$ cat src/rtl/chi_reset_seq_pkg.sv
// Shared types and sizing helpers for the CHI reset sequencer and its arbiter.
package chi_reset_seq_pkg;

  typedef enum logic [2:0] {
    ST_HOLD   = 3'd0,
    ST_GAP_SN = 3'd1,
    ST_RN_REL = 3'd2,
    ST_READY  = 3'd3,
    ST_WARM   = 3'd4
  } seq_state_e;

  localparam int DEF_NUM_RN   = 4;
  localparam int DEF_NUM_SN   = 2;
  localparam int DEF_HOLD_CYC = 16;
  localparam int DEF_GAP_CYC  = 4;

  // Wide enough to count up to the longer of the two phase lengths.
  function automatic int cnt_width(input int hold_cyc, input int gap_cyc);
    int m;
    m = (hold_cyc > gap_cyc) ? hold_cyc : gap_cyc;
    return $clog2(m + 1);
  endfunction

  function automatic int idx_width(input int n);
    return (n > 1) ? $clog2(n) : 1;
  endfunction

endpackage

$ cat src/rtl/chi_reset_rr_arb.sv
// Round-robin grant over the RN warm-reset requests; the pointer advances past
// the granted RN only once its warm reset has completed.
module chi_reset_rr_arb
  import chi_reset_seq_pkg::*;
#(
  parameter int NUM_RN = DEF_NUM_RN,
  localparam int IDX_W = idx_width(NUM_RN)
) (
  input  logic              clk,
  input  logic              rst,
  input  logic [NUM_RN-1:0] req,
  input  logic              adv,
  input  logic [IDX_W-1:0]  adv_idx,
  output logic              gnt_valid,
  output logic [IDX_W-1:0]  gnt_idx,
  output logic [NUM_RN-1:0] gnt_onehot
);

  logic [IDX_W-1:0] ptr_reg;
  logic [IDX_W-1:0] ptr_next;

  // Scan from the pointer upward, wrapping; the first set request wins.
  always_comb begin
    gnt_valid = 1'b0;
    gnt_idx   = '0;
    for (int i = 0; i < NUM_RN; i++) begin
      int k;
      k = int'(ptr_reg) + i;
      if (k >= NUM_RN) k = k - NUM_RN;
      if (!gnt_valid && req[k]) begin
        gnt_valid = 1'b1;
        gnt_idx   = IDX_W'(k);
      end
    end
  end

  for (genvar gi = 0; gi < NUM_RN; gi++) begin : g_onehot
    assign gnt_onehot[gi] = gnt_valid && (gnt_idx == IDX_W'(gi));
  end

  always_comb begin
    ptr_next = ptr_reg;
    if (adv) begin
      ptr_next = (adv_idx == IDX_W'(NUM_RN - 1)) ? '0 : adv_idx + IDX_W'(1);
    end
  end

  always_ff @(posedge clk) begin
    if (rst) begin
      ptr_reg <= '0;
    end else begin
      ptr_reg <= ptr_next;
    end
  end

endmodule

$ cat src/rtl/chi_reset_sequencer.sv
// Staged cold-reset release for CHI SNs/RNs, plus per-RN warm resets granted
// round-robin while the system is READY.
module chi_reset_sequencer
  import chi_reset_seq_pkg::*;
#(
  parameter int NUM_RN   = DEF_NUM_RN,
  parameter int NUM_SN   = DEF_NUM_SN,
  parameter int HOLD_CYC = DEF_HOLD_CYC,
  parameter int GAP_CYC  = DEF_GAP_CYC
) (
  input  logic              clk,
  input  logic              rst,
  input  logic              seq_start,
  input  logic [NUM_RN-1:0] rn_warm_req,
  output logic [NUM_RN-1:0] rn_warm_ack,
  output logic [NUM_RN-1:0] rn_resetn,
  output logic [NUM_SN-1:0] sn_resetn,
  output logic              seq_busy,
  output logic              seq_done
);

  localparam int CNT_W = cnt_width(HOLD_CYC, GAP_CYC);
  localparam int IDX_W = idx_width(NUM_RN);
  localparam logic [CNT_W-1:0] HOLD_LAST = CNT_W'(HOLD_CYC - 1);
  localparam logic [CNT_W-1:0] GAP_LAST  = CNT_W'(GAP_CYC - 1);

  seq_state_e        state_reg, state_next;
  logic [CNT_W-1:0]  cnt_reg, cnt_next;
  logic [IDX_W-1:0]  idx_reg, idx_next;
  logic [IDX_W-1:0]  gnt_reg, gnt_next;
  logic [NUM_RN-1:0] rn_resetn_reg, rn_resetn_next;
  logic [NUM_SN-1:0] sn_resetn_reg, sn_resetn_next;
  logic [NUM_RN-1:0] ack_reg, ack_next;
  logic              busy_reg, busy_next;
  logic              done_reg, done_next;

  logic              arb_valid;
  logic [IDX_W-1:0]  arb_idx;
  logic [NUM_RN-1:0] arb_onehot;
  logic              ptr_adv;
  logic [IDX_W-1:0]  idx_inc;
  logic [NUM_RN-1:0] idx_inc_dec;
  logic [NUM_RN-1:0] gnt_dec;

  assign idx_inc = idx_reg + IDX_W'(1);

  // Decoded views of the next RN to release and of the RN under warm reset.
  for (genvar gi = 0; gi < NUM_RN; gi++) begin : g_dec
    assign idx_inc_dec[gi] = (idx_inc == IDX_W'(gi));
    assign gnt_dec[gi]     = (gnt_reg == IDX_W'(gi));
  end

  chi_reset_rr_arb #(
    .NUM_RN (NUM_RN)
  ) u_arb (
    .clk        (clk),
    .rst        (rst),
    .req        (rn_warm_req),
    .adv        (ptr_adv),
    .adv_idx    (gnt_reg),
    .gnt_valid  (arb_valid),
    .gnt_idx    (arb_idx),
    .gnt_onehot (arb_onehot)
  );

  always_comb begin
    state_next     = state_reg;
    cnt_next       = cnt_reg + CNT_W'(1);
    idx_next       = idx_reg;
    gnt_next       = gnt_reg;
    rn_resetn_next = rn_resetn_reg;
    sn_resetn_next = sn_resetn_reg;
    ack_next       = '0;
    busy_next      = busy_reg;
    done_next      = done_reg;
    ptr_adv        = 1'b0;

    unique case (state_reg)
      ST_HOLD: begin
        rn_resetn_next = '0;
        sn_resetn_next = '0;
        if (cnt_reg == HOLD_LAST) begin
          sn_resetn_next = '1;
          cnt_next       = '0;
          state_next     = ST_GAP_SN;
        end
      end

      ST_GAP_SN: begin
        if (cnt_reg == GAP_LAST) begin
          cnt_next          = '0;
          idx_next          = '0;
          rn_resetn_next[0] = 1'b1;
          state_next        = ST_RN_REL;
        end
      end

      // Each RN gets a full gap after its release before the next one goes.
      ST_RN_REL: begin
        if (cnt_reg == GAP_LAST) begin
          cnt_next = '0;
          if (idx_reg == IDX_W'(NUM_RN - 1)) begin
            busy_next  = 1'b0;
            done_next  = 1'b1;
            state_next = ST_READY;
          end else begin
            idx_next       = idx_inc;
            rn_resetn_next = rn_resetn_reg | idx_inc_dec;
          end
        end
      end

      // A full re-sequence outranks any pending warm request.
      ST_READY: begin
        cnt_next = '0;
        if (seq_start) begin
          rn_resetn_next = '0;
          sn_resetn_next = '0;
          idx_next       = '0;
          busy_next      = 1'b1;
          done_next      = 1'b0;
          state_next     = ST_HOLD;
        end else if (arb_valid) begin
          gnt_next       = arb_idx;
          rn_resetn_next = rn_resetn_reg & ~arb_onehot;
          busy_next      = 1'b1;
          done_next      = 1'b0;
          state_next     = ST_WARM;
        end
      end

      ST_WARM: begin
        if (cnt_reg == HOLD_LAST) begin
          cnt_next       = '0;
          rn_resetn_next = rn_resetn_reg | gnt_dec;
          ack_next       = gnt_dec;
          ptr_adv        = 1'b1;
          busy_next      = 1'b0;
          done_next      = 1'b1;
          state_next     = ST_READY;
        end
      end

      default: begin
        cnt_next       = '0;
        rn_resetn_next = '0;
        sn_resetn_next = '0;
        busy_next      = 1'b1;
        done_next      = 1'b0;
        state_next     = ST_HOLD;
      end
    endcase
  end

  always_ff @(posedge clk) begin
    if (rst) begin
      state_reg     <= ST_HOLD;
      cnt_reg       <= '0;
      idx_reg       <= '0;
      gnt_reg       <= '0;
      rn_resetn_reg <= '0;
      sn_resetn_reg <= '0;
      ack_reg       <= '0;
      busy_reg      <= 1'b1;
      done_reg      <= 1'b0;
    end else begin
      state_reg     <= state_next;
      cnt_reg       <= cnt_next;
      idx_reg       <= idx_next;
      gnt_reg       <= gnt_next;
      rn_resetn_reg <= rn_resetn_next;
      sn_resetn_reg <= sn_resetn_next;
      ack_reg       <= ack_next;
      busy_reg      <= busy_next;
      done_reg      <= done_next;
    end
  end

  assign rn_warm_ack = ack_reg;
  assign rn_resetn   = rn_resetn_reg;
  assign sn_resetn   = sn_resetn_reg;
  assign seq_busy    = busy_reg;
  assign seq_done    = done_reg;

endmodule

$ cat config.mk
export PLATFORM = sky130hd
export DESIGN_NAME = chi_reset_sequencer
export DESIGN_NICKNAME = d
export VERILOG_FILES = /design/src/rtl/chi_reset_seq_pkg.sv /design/src/rtl/chi_reset_rr_arb.sv /design/src/rtl/chi_reset_sequencer.sv
export SDC_FILE = /design/constraint.sdc
export NUM_CORES = 1
export LEC_CHECK = 0
export CELL_PAD_IN_SITES_DETAIL_PLACEMENT = 1
export CELL_PAD_IN_SITES_GLOBAL_PLACEMENT = 1
export CORE_AREA = 2 2 51 100
export DETAILED_ROUTE_END_ITERATION = 10
export DIE_AREA = 0 0 53 102
export PLACE_DENSITY_LB_ADDON = 0.1
export SLEW_MARGIN = 15
export SYNTH_ARGS = -nofsm -noshare
export SYNTH_HDL_FRONTEND = slang
export SYNTH_SLANG_ARGS = --single-unit
$ cat constraint.sdc
create_clock -name clk -period 2.7 [get_ports clk]
set_input_delay 0.54 -clock clk [delete_from_list [all_inputs] [get_ports clk]]
set_output_delay 0.54 -clock clk [all_outputs]
set_load 0.05 [all_outputs]
After elaboration in Yosys (flattened, before gate mapping). Cells that the tools add are included.

Register bits after elaboration: 26. Input bits: 7. Output and inout bits: 12. Word-level logic and storage cells: 155.

Add/sub/neg operators: 10. $lt $le $gt $ge: 8. Equal/unequal tests: 24. Muxes and demuxes: 65. Bitwise logic cells: 10. Reduce and logical (&&, ||, !) cells: 27.

Operators by type and width (count): < comparator 32 x 4 -> 1 bit, second input constant (4); two-way mux 32 bit (4); greater-or-equal comparator 32 x 4 -> 1 bit, second input constant (3); subtractor 32 x 4 -> 32 bit, second input constant (3); two-way mux 1 bit (25); two-way mux 3 bit (7); two-way mux 2 bit (10); two-way mux 4 bit (5); AND reduction 5 bit (4); one-hot mux 3 bit (5 select lines) (1); == test 2 bit, second input constant (7); != test 2 bit, second input constant (7); one-hot mux 1 bit (4 select lines) (3); one-hot mux 2 bit (3 select lines) (2); one-hot mux 3 bit (4 select lines) (1); two-way mux 5 bit (2); one-hot mux 5 bit (2 select lines) (1); binary-select mux 1 bit (select 2 bit) (4); OR 4 bit (2); logical AND 1 bit (7); adder 2 x 2 -> 3 bit, second input constant (2); == test 2 x 1 -> 1 bit, second input constant (3); == test 3 x 2 -> 1 bit, second input constant (2); logical NOT 2 bit (3); 21 further kinds (32).

Depth between registers and ports, before layout. Gate-level depths: netlist of the first run.

Word-level depth: 22. Depth in mapped cells: 9. Depth with buffers taken out: 9.

By module. Synthesis of the first run repeated with hierarchy kept, for this count alone.

Cells, all modules: 206. Area, all modules: 1716.6 um^2.

By module, submodules not included: chi_reset_sequencer (times used 1, cells an instance 163, area each 1408.9 um^2, sequential area each 460.4 um^2); chi_reset_rr_arb (times used 1, cells an instance 43, area each 307.8 um^2, sequential area each 40.0 um^2).

Worst setup path before layout of the first run. Ideal clock, no wire load.

Kind: register -> register. Start point: register cnt_reg[0]. End point: register busy_reg (netlist: seq_busy). Setup time: 0.114 ns. Data arrival time: 1.881 ns. Data required time: 2.586 ns. Path slack: 0.705 ns. Cell stages (with the launch flop): 10. Buffers on the path: 0. Clock period less this slack: 1.995 ns. Path through: dfxtp_1 -> ha_1 -> nand3_1 -> inv_1 -> ha_1 -> nor3_1 -> a22oi_1 -> o21ai_1 -> or3b_1 -> a21o_1.

Longest elaborated chain between the ends: 3. Elaborated cells between the ends (all ways): 5. Those cells by class: 4 x eq/ne; 1 x reduce/logical.

Ends and longest elaborated chain: from (decl) (line chi_reset_sequencer.sv:28) `logic [CNT_W-1:0] cnt_reg, cnt_next;`; from (signal assigned) (line chi_reset_sequencer.sv:168) `cnt_reg <= cnt_next;`; == test 5 x 2 -> 1 bit / == test 5 x 4 -> 1 bit (equally long branches) (line chi_reset_sequencer.sv:100, chi_reset_sequencer.sv:133); != test 2 bit (no line); AND reduction 5 bit (no line) *; to (signal assigned) (line chi_reset_sequencer.sv:174) `busy_reg <= busy_next;`; to (decl) (line chi_reset_sequencer.sv:34) `logic busy_reg, busy_next;`.

Mark *: on every way between the ends. The rest lies on a longest branch, timed or not. A chain may end at the register's enable or synchronous reset.

Worst setup path in the final report of the first run. Same ends and word-level chain as after synthesis.

==> results.toml, run 1 <==
[logic_synthesis]
postSynthRegisterBits = 25
synth-async-reset-ratio = 0
synth_edf_count = 0
synth_sequential_area_ratio = 0.321
synth.cell_area_um2 = 1560
yosys.cell_types.count = 48
synthCells = 194
yosysWarningCount = 0
postSynthNetCount = 212
syn_area_per_cell_um2 = 8.05
synth_top_flop_cell = "sky130_fd_sc_hd__dfxtp_1"

[worst_setup_path]
ff2ff_path_depth = 9
crit_required_ps = 2880
cp_arrival_ps = 2400
rrSetupSlack_ps = 480
worstPathMaxFanout = 4
crit-reg2reg-capture = "seq_busy$_SDFFE_PP1P_"
regToRegStartpoint = "cnt_reg[0]$_SDFF_PP0_"
critical_path.startpoint_type = "register"
crit_path_end_kind = "register"
path_class = "register to register"

[clock_tree]
clock_slew_at_reported_path_ffs_ps = 90
clock_tree.root_cell = "sky130_fd_sc_hd__clkbuf_8"
postCtsResizedCells = 0
cts_setup_buffers = 0
post_cts_hold_buffer_count = 0
number_of_clock_sinks = 25
clock_latency_ps = 270
tritoncts = "yes"
h-tree-depth = 1
clockBufferDepth = 2
numCtsBuffers = 3

[timing]
slew-limit-headroom = 0.630
tns_ps = 0
rsz_0062_raised_after_global_routing = "false"
worst_pin_slew_ps = 540
maxClockFrequency_ghz = 0.451
final.setup_skew_ps = 6.27
fin_crit_ps = 2220
setup_violations = 0
hold_viol_final = 0
final_min_period_over_clock_period = 0.821
holdWs_ps = 456
slew_viol_final = 0

[drt]
route.vias.total = 1492
wl_per_cell_um = 17.3
drt_first_pass_iters = 4
drt.antenna.violating_nets = 0
routed_wirelength_mm = 4.63
post_route_drc_violation_count = 0
drt_first_iter_violations = 17
drt-vias-per-instance = 5.57

[power]
pwr-share-comb = 0.075
sw_frac_of_total = 0.240
p_int_uw = 500
seqPwrFrac = 0.572
vdd_ir_drop_max_uv = 204
power_uw = 658
part_of_the_total_power_dissipated_in_the_clock_network = 0.353
power.switching_uw = 158
power-per-cell-area_nw_per_um2 = 354
power_leakage_nw = 0.685

[global_routing]
globalRouteTotalUtil = 0.191
grt_start_max_net_pins = 20
grt_pass1_wl_mm = 7.62
grt_pass1_vias = 1648
antenna_found_initial = 0
grt_overflow = 0

[layout]
area.growth.synth_to_final_pct = 19.2
fin_nets = 232
drive_gt1_frac = 0.0610
antennaDiodeCount = 0
nFillCells = 587
largest_reg_flops = 5
most_common_library_cell_in_the_layout_ignoring_fill_and_taps = "sky130_fd_sc_hd__dfxtp_1"
layout_common_cells = "25 x sky130_fd_sc_hd__dfxtp_1, 24 x sky130_fd_sc_hd__nor2_1, 18 x sky130_fd_sc_hd__clkdlybuf4s50_1"

[floorplanning]
dieHeight_um = 102
coreArea_um2 = 4600
floorplan.die_area_um2 = 5410
top_level_ports = 19
num_rows = 35
floorplan.initialDensity = 0.340
die_width_um = 53

[min_path]
worstHoldPathCells = 1
hold_start = "cnt_reg[0]$_SDFF_PP0_"
kind_of_path_behind_the_tightest_hold_check = "register to register"
holdPathEnd = "cnt_reg[0]$_SDFF_PP0_"

[outcome]
status = "finished clean"

[placed_design]
port_buffers = 18
globalplace.congestion = 0.803
detailedPlacementHpwl_mm = 3.77

[job]
maxCapViolations = 0
critical path: stages (launching register included):
cell and delay, ps:
sky130_fd_sc_hd__dfxtp_1 360, sky130_fd_sc_hd__ha_1 220, sky130_fd_sc_hd__nand3_1 120, sky130_fd_sc_hd__inv_1 80, sky130_fd_sc_hd__ha_1 210, sky130_fd_sc_hd__nor3_1 110
sky130_fd_sc_hd__a22oi_1 310, sky130_fd_sc_hd__o21ai_1 140, sky130_fd_sc_hd__or3b_1 410, sky130_fd_sc_hd__a21o_1 160
worst max path at each step:
stage | endpoint | start | depth (start not counted) | slack [ps]
after CTS | seq_busy$_SDFFE_PP1P_ | cnt_reg[0]$_SDFF_PP0_ | 9 | 450
after detailed placement | seq_busy$_SDFFE_PP1P_ | seq_start | 6 | 210
final | seq_busy$_SDFFE_PP1P_ | cnt_reg[0]$_SDFF_PP0_ | 9 | 480
after global placement | seq_busy$_SDFFE_PP1P_ | seq_start | 6 | 250
after global routing | seq_busy$_SDFFE_PP1P_ | cnt_reg[0]$_SDFF_PP0_ | 9 | 320
after floorplan | seq_busy$_SDFFE_PP1P_ | cnt_reg[0]$_SDFF_PP0_ | 9 | 700
layout make-up:
type	count	area, um2	share of cell area
tap	55	68.8	0.0370
sequential	25	500	0.269
clock buffer	4	45.0	0.0242
inverter	15	56.3	0.0303
timing repair buffer	24	225	0.121
multi-input combinational	145	965	0.518
stage by stage:
stage / worst slack (ps) / util / instances / cell area (um2)
after floorplan: 705 / - / 194 / 1560
after CTS: 450 / 0.405 / 268 / 1860
after global placement: 250 / 0.395 / 264 / 1820
final: 482 / 0.405 / 268 / 1860
after detailed placement: 213 / 0.395 / 264 / 1820
after global routing: 318 / 0.405 / 268 / 1860
cells in the mapped netlist, types with 4 or more instances:
cell type / count / area [um2]
sky130_fd_sc_hd__inv_1: 15 / 56.3
sky130_fd_sc_hd__clkbuf_1: 5 / 18.8
sky130_fd_sc_hd__nand2b_1: 7 / 43.8
sky130_fd_sc_hd__mux2i_1: 6 / 60.1
sky130_fd_sc_hd__nor2_1: 24 / 90.1
sky130_fd_sc_hd__nand2_1: 10 / 37.5
sky130_fd_sc_hd__and2_1: 5 / 31.3
sky130_fd_sc_hd__nand3_1: 6 / 30.0
sky130_fd_sc_hd__nor2b_1: 4 / 25.0
sky130_fd_sc_hd__nor3_1: 8 / 40.0
sky130_fd_sc_hd__a21oi_1: 11 / 55.1
sky130_fd_sc_hd__o21ai_0: 7 / 35.0
sky130_fd_sc_hd__dfxtp_1: 25 / 500
sky130_fd_sc_hd__ha_1: 11 / 138
kinds of logic (layout without fill, tap and decap cells):
group | after synthesis | count (layout) | synth area share
mux | 6 | 6 | 0.0385
flops | 25 | 25 | 0.321
xor+xnor | 2 | 2 | 0.0112
compound gates | 47 | 47 | 0.204
fa+ha+maj | 12 | 12 | 0.0946
buf+inv | 24 | 43 | 0.0617
simple gates | 78 | 78 | 0.270
layer usage:
metal,routed length (um),GRT usage,part of all wire
met1,1630,0.173,0.35
met2,2720,0.382,0.59
met3,88,0.0219,0.019
met4,194,0.107,0.042
met5,0,0,0
power by group through the flow:
stage               clock, mW  sequential [mW]  combinational (mW)
finish                  0.232            0.376              0.0494
detailed placement          0            0.385              0.0498
global route            0.258            0.377              0.0549
global placement            0            0.385              0.0476
CTS                     0.242            0.376              0.0501
floorplan                   0            0.384              0.0262
(Power assumes the default switching activity.)
==> run 2: changes to the inputs <==
==> constraint.sdc (replaced) <==
create_clock -name clk -period 1.8 [get_ports clk]
set_input_delay 0.36 -clock clk [delete_from_list [all_inputs] [get_ports clk]]
set_output_delay 0.36 -clock clk [all_outputs]
set_load 0.05 [all_outputs]
==> run 2 against run 1 <==
The flow now finishes with violations (negative setup slack). Clock skew shrank 1.8 ps. Critical path depth shrank 3. Die area is the same. Largest power group unchanged. Highest routed layer unchanged.
==> results.toml, run 2 (same netlist as run 1, synthesis figures left out) <==
[outcome]
status = "finished, violations left"
failed_checks = "negative setup slack"

[power]
p_int_uw = 774
power-per-cell-area_nw_per_um2 = 459
seqPwrFrac = 0.551
power_leakage_nw = 0.910
part_of_the_total_power_dissipated_in_the_clock_network = 0.338
vdd_ir_drop_max_uv = 347
pwr-share-comb = 0.111
power.switching_uw = 252
sw_frac_of_total = 0.245

[drt]
drt_first_iter_violations = 12
route.vias.total = 1618
wl_per_cell_um = 17.2
drt_first_pass_iters = 4
post_route_drc_violation_count = 0
routed_wirelength_mm = 5.14
drt-vias-per-instance = 5.41
drt.antenna.violating_nets = 0

[placed_design]
detailedPlacementHpwl_mm = 4.21
port_buffers = 18
placed_cell_area_um2 = 2020
placedCellCount = 290
globalplace.congestion = 0.850

[timing]
tns_ps = -338
maxClockFrequency_ghz = 0.520
setup_violations = 6
postLayoutSetupSlackWorst_ps = -123
holdWs_ps = 500
fin_crit_ps = 1920
final_min_period_over_clock_period = 1.07
rsz_0062_raised_after_global_routing = "true"
hold_viol_final = 0
final.setup_skew_ps = 4.46
worst_pin_slew_ps = 399
slew_viol_final = 0
slew-limit-headroom = 0.734

[layout]
largest_reg_flops = 5
nFillCells = 565
most_common_library_cell_in_the_layout_ignoring_fill_and_taps = "sky130_fd_sc_hd__buf_4"
area.growth.synth_to_final_pct = 43.1
drive_gt1_frac = 0.357
stdcell_area_um2 = 2230
layout_common_cells = "48 x sky130_fd_sc_hd__buf_4, 23 x sky130_fd_sc_hd__nor2_1, 20 x sky130_fd_sc_hd__dfxtp_1"
antennaDiodeCount = 0
fin_nets = 263
non_filler_cells_final = 299

[global_routing]
grt_overflow = 0
antenna_found_initial = 0
grt_pass1_vias = 1704
grt_start_max_net_pins = 17
globalRouteTotalUtil = 0.210
grt_pass1_wl_mm = 8.33

[clock_tree]
number_of_clock_sinks = 25
numCtsBuffers = 3
tritoncts = "yes"
clock_latency_ps = 270
h-tree-depth = 1
clock_slew_at_reported_path_ffs_ps = 90
clockBufferDepth = 2
clock_tree.root_cell = "sky130_fd_sc_hd__clkbuf_8"

[floorplanning]
coreArea_um2 = 4600
floorplan.initialDensity = 0.340
top_level_ports = 19
floorplan.die_area_um2 = 5410
die_width_um = 53
dieHeight_um = 102
num_rows = 35

[worst_setup_path]
cp_arrival_ps = 2140
rrSetupSlack_ps = -120
worst_path_dominant_cell_family = "simple AND/OR/NAND/NOR gates"
path_class = "register to register"
worstPathMaxFanout = 3
slowest_delay_ps = 510
cp_cell_sequence = "ha_4, or4b_4, o21ai_2, a32oi_2, or4b_1, a21oi_2"
critical_path.startpoint_type = "register"
crit_path_end_kind = "register"
critical_path_buf_inv_count = 0
regToRegStartpoint = "cnt_reg[0]$_SDFF_PP0_"
crit-reg2reg-capture = "idx_reg[1]$_SDFFE_PP0P_"
crit_required_ps = 2010
crit_slowest_cell = "sky130_fd_sc_hd__or4b_1"
ff2ff_path_depth = 6

[min_path]
kind_of_path_behind_the_tightest_hold_check = "register to register"
worstHoldPathCells = 2
hold_start = "seq_done$_SDFFE_PP0P_"
holdPathEnd = "seq_done$_SDFFE_PP0P_"

[job]
maxCapViolations = 0
## run 2: final cells by class
| type | count | area, um2 | area share |
|---|---|---|---|
| flip-flops and latches | 25 | 507 | 0.227 |
| well taps | 55 | 68.8 | 0.0308 |
| repair buffers | 55 | 429 | 0.192 |
| inverters | 15 | 56.3 | 0.0252 |
| clock buffers | 3 | 41.3 | 0.0185 |
| clock inverters | 1 | 5.00 | 0.00224 |
| multi-input cells | 145 | 1130 | 0.504 |
## run 2: timing repair
| item | CTS | global route |
|---|---|---|
| setup endpoints to repair | 8 | 16 |
| pin swaps | 8 | 5 |
| setup buffers | 3 | 2 |
| hold buffers | 0 | 0 |
| gates resized for setup | 15 | 24 |
| gates cloned | 0 | 0 |
## run 2: worst max-delay path by stage
stage | endpoint | startpoint | cells after the start
6_report | idx_reg[1]$_SDFFE_PP0P_ | cnt_reg[0]$_SDFF_PP0_ | 6
5_1_grt | idx_reg[1]$_SDFFE_PP0P_ | cnt_reg[0]$_SDFF_PP0_ | 6
4_1_cts | idx_reg[1]$_SDFFE_PP0P_ | cnt_reg[0]$_SDFF_PP0_ | 6
3_5_place_dp | rn_resetn[0]$_SDFFE_PP0P_ | rn_warm_req[2] | 7
3_3_place_gp | rn_resetn[0]$_SDFFE_PP0P_ | rn_warm_req[2] | 7
2_1_floorplan | idx_reg[1]$_SDFFE_PP0P_ | cnt_reg[1]$_SDFF_PP0_ | 6
## run 2: power by group through the flow
stage / combinational [mW] / sequential [mW] / clock (mW)
after floorplan: 0.0417 / 0.579 / 0
after global placement: 0.102 / 0.578 / 0
after detailed placement: 0.105 / 0.579 / 0
after CTS: 0.109 / 0.566 / 0.362
after global routing: 0.125 / 0.566 / 0.392
final: 0.114 / 0.565 / 0.346
## run 2: tightest hold or removal path, cell delays in order (launching register included)
cell	delay, ps
sky130_fd_sc_hd__dfxtp_1	340
sky130_fd_sc_hd__o21ai_2	70
sky130_fd_sc_hd__a21oi_2	50
## run 2: through the flow
stage | setup slack (ps) | power [mW] | utilization
after floorplan | -29.5 | 0.621 | -
after global placement | -404 | 0.681 | 0.439
after detailed placement | -432 | 0.684 | 0.439
after CTS | -125 | 1.04 | 0.465
after global routing | -188 | 1.08 | 0.486
final | -123 | 1.03 | 0.486
## run 2: routing by layer
metal | routed length (um) | track usage | vias up
li1 | - | - | 787
met1 | 1750 | 0.205 | 785
met2 | 3060 | 0.413 | 29
met3 | 83 | 0.0132 | 17
met4 | 250 | 0.108 | 0
met5 | 0 | 0 | -
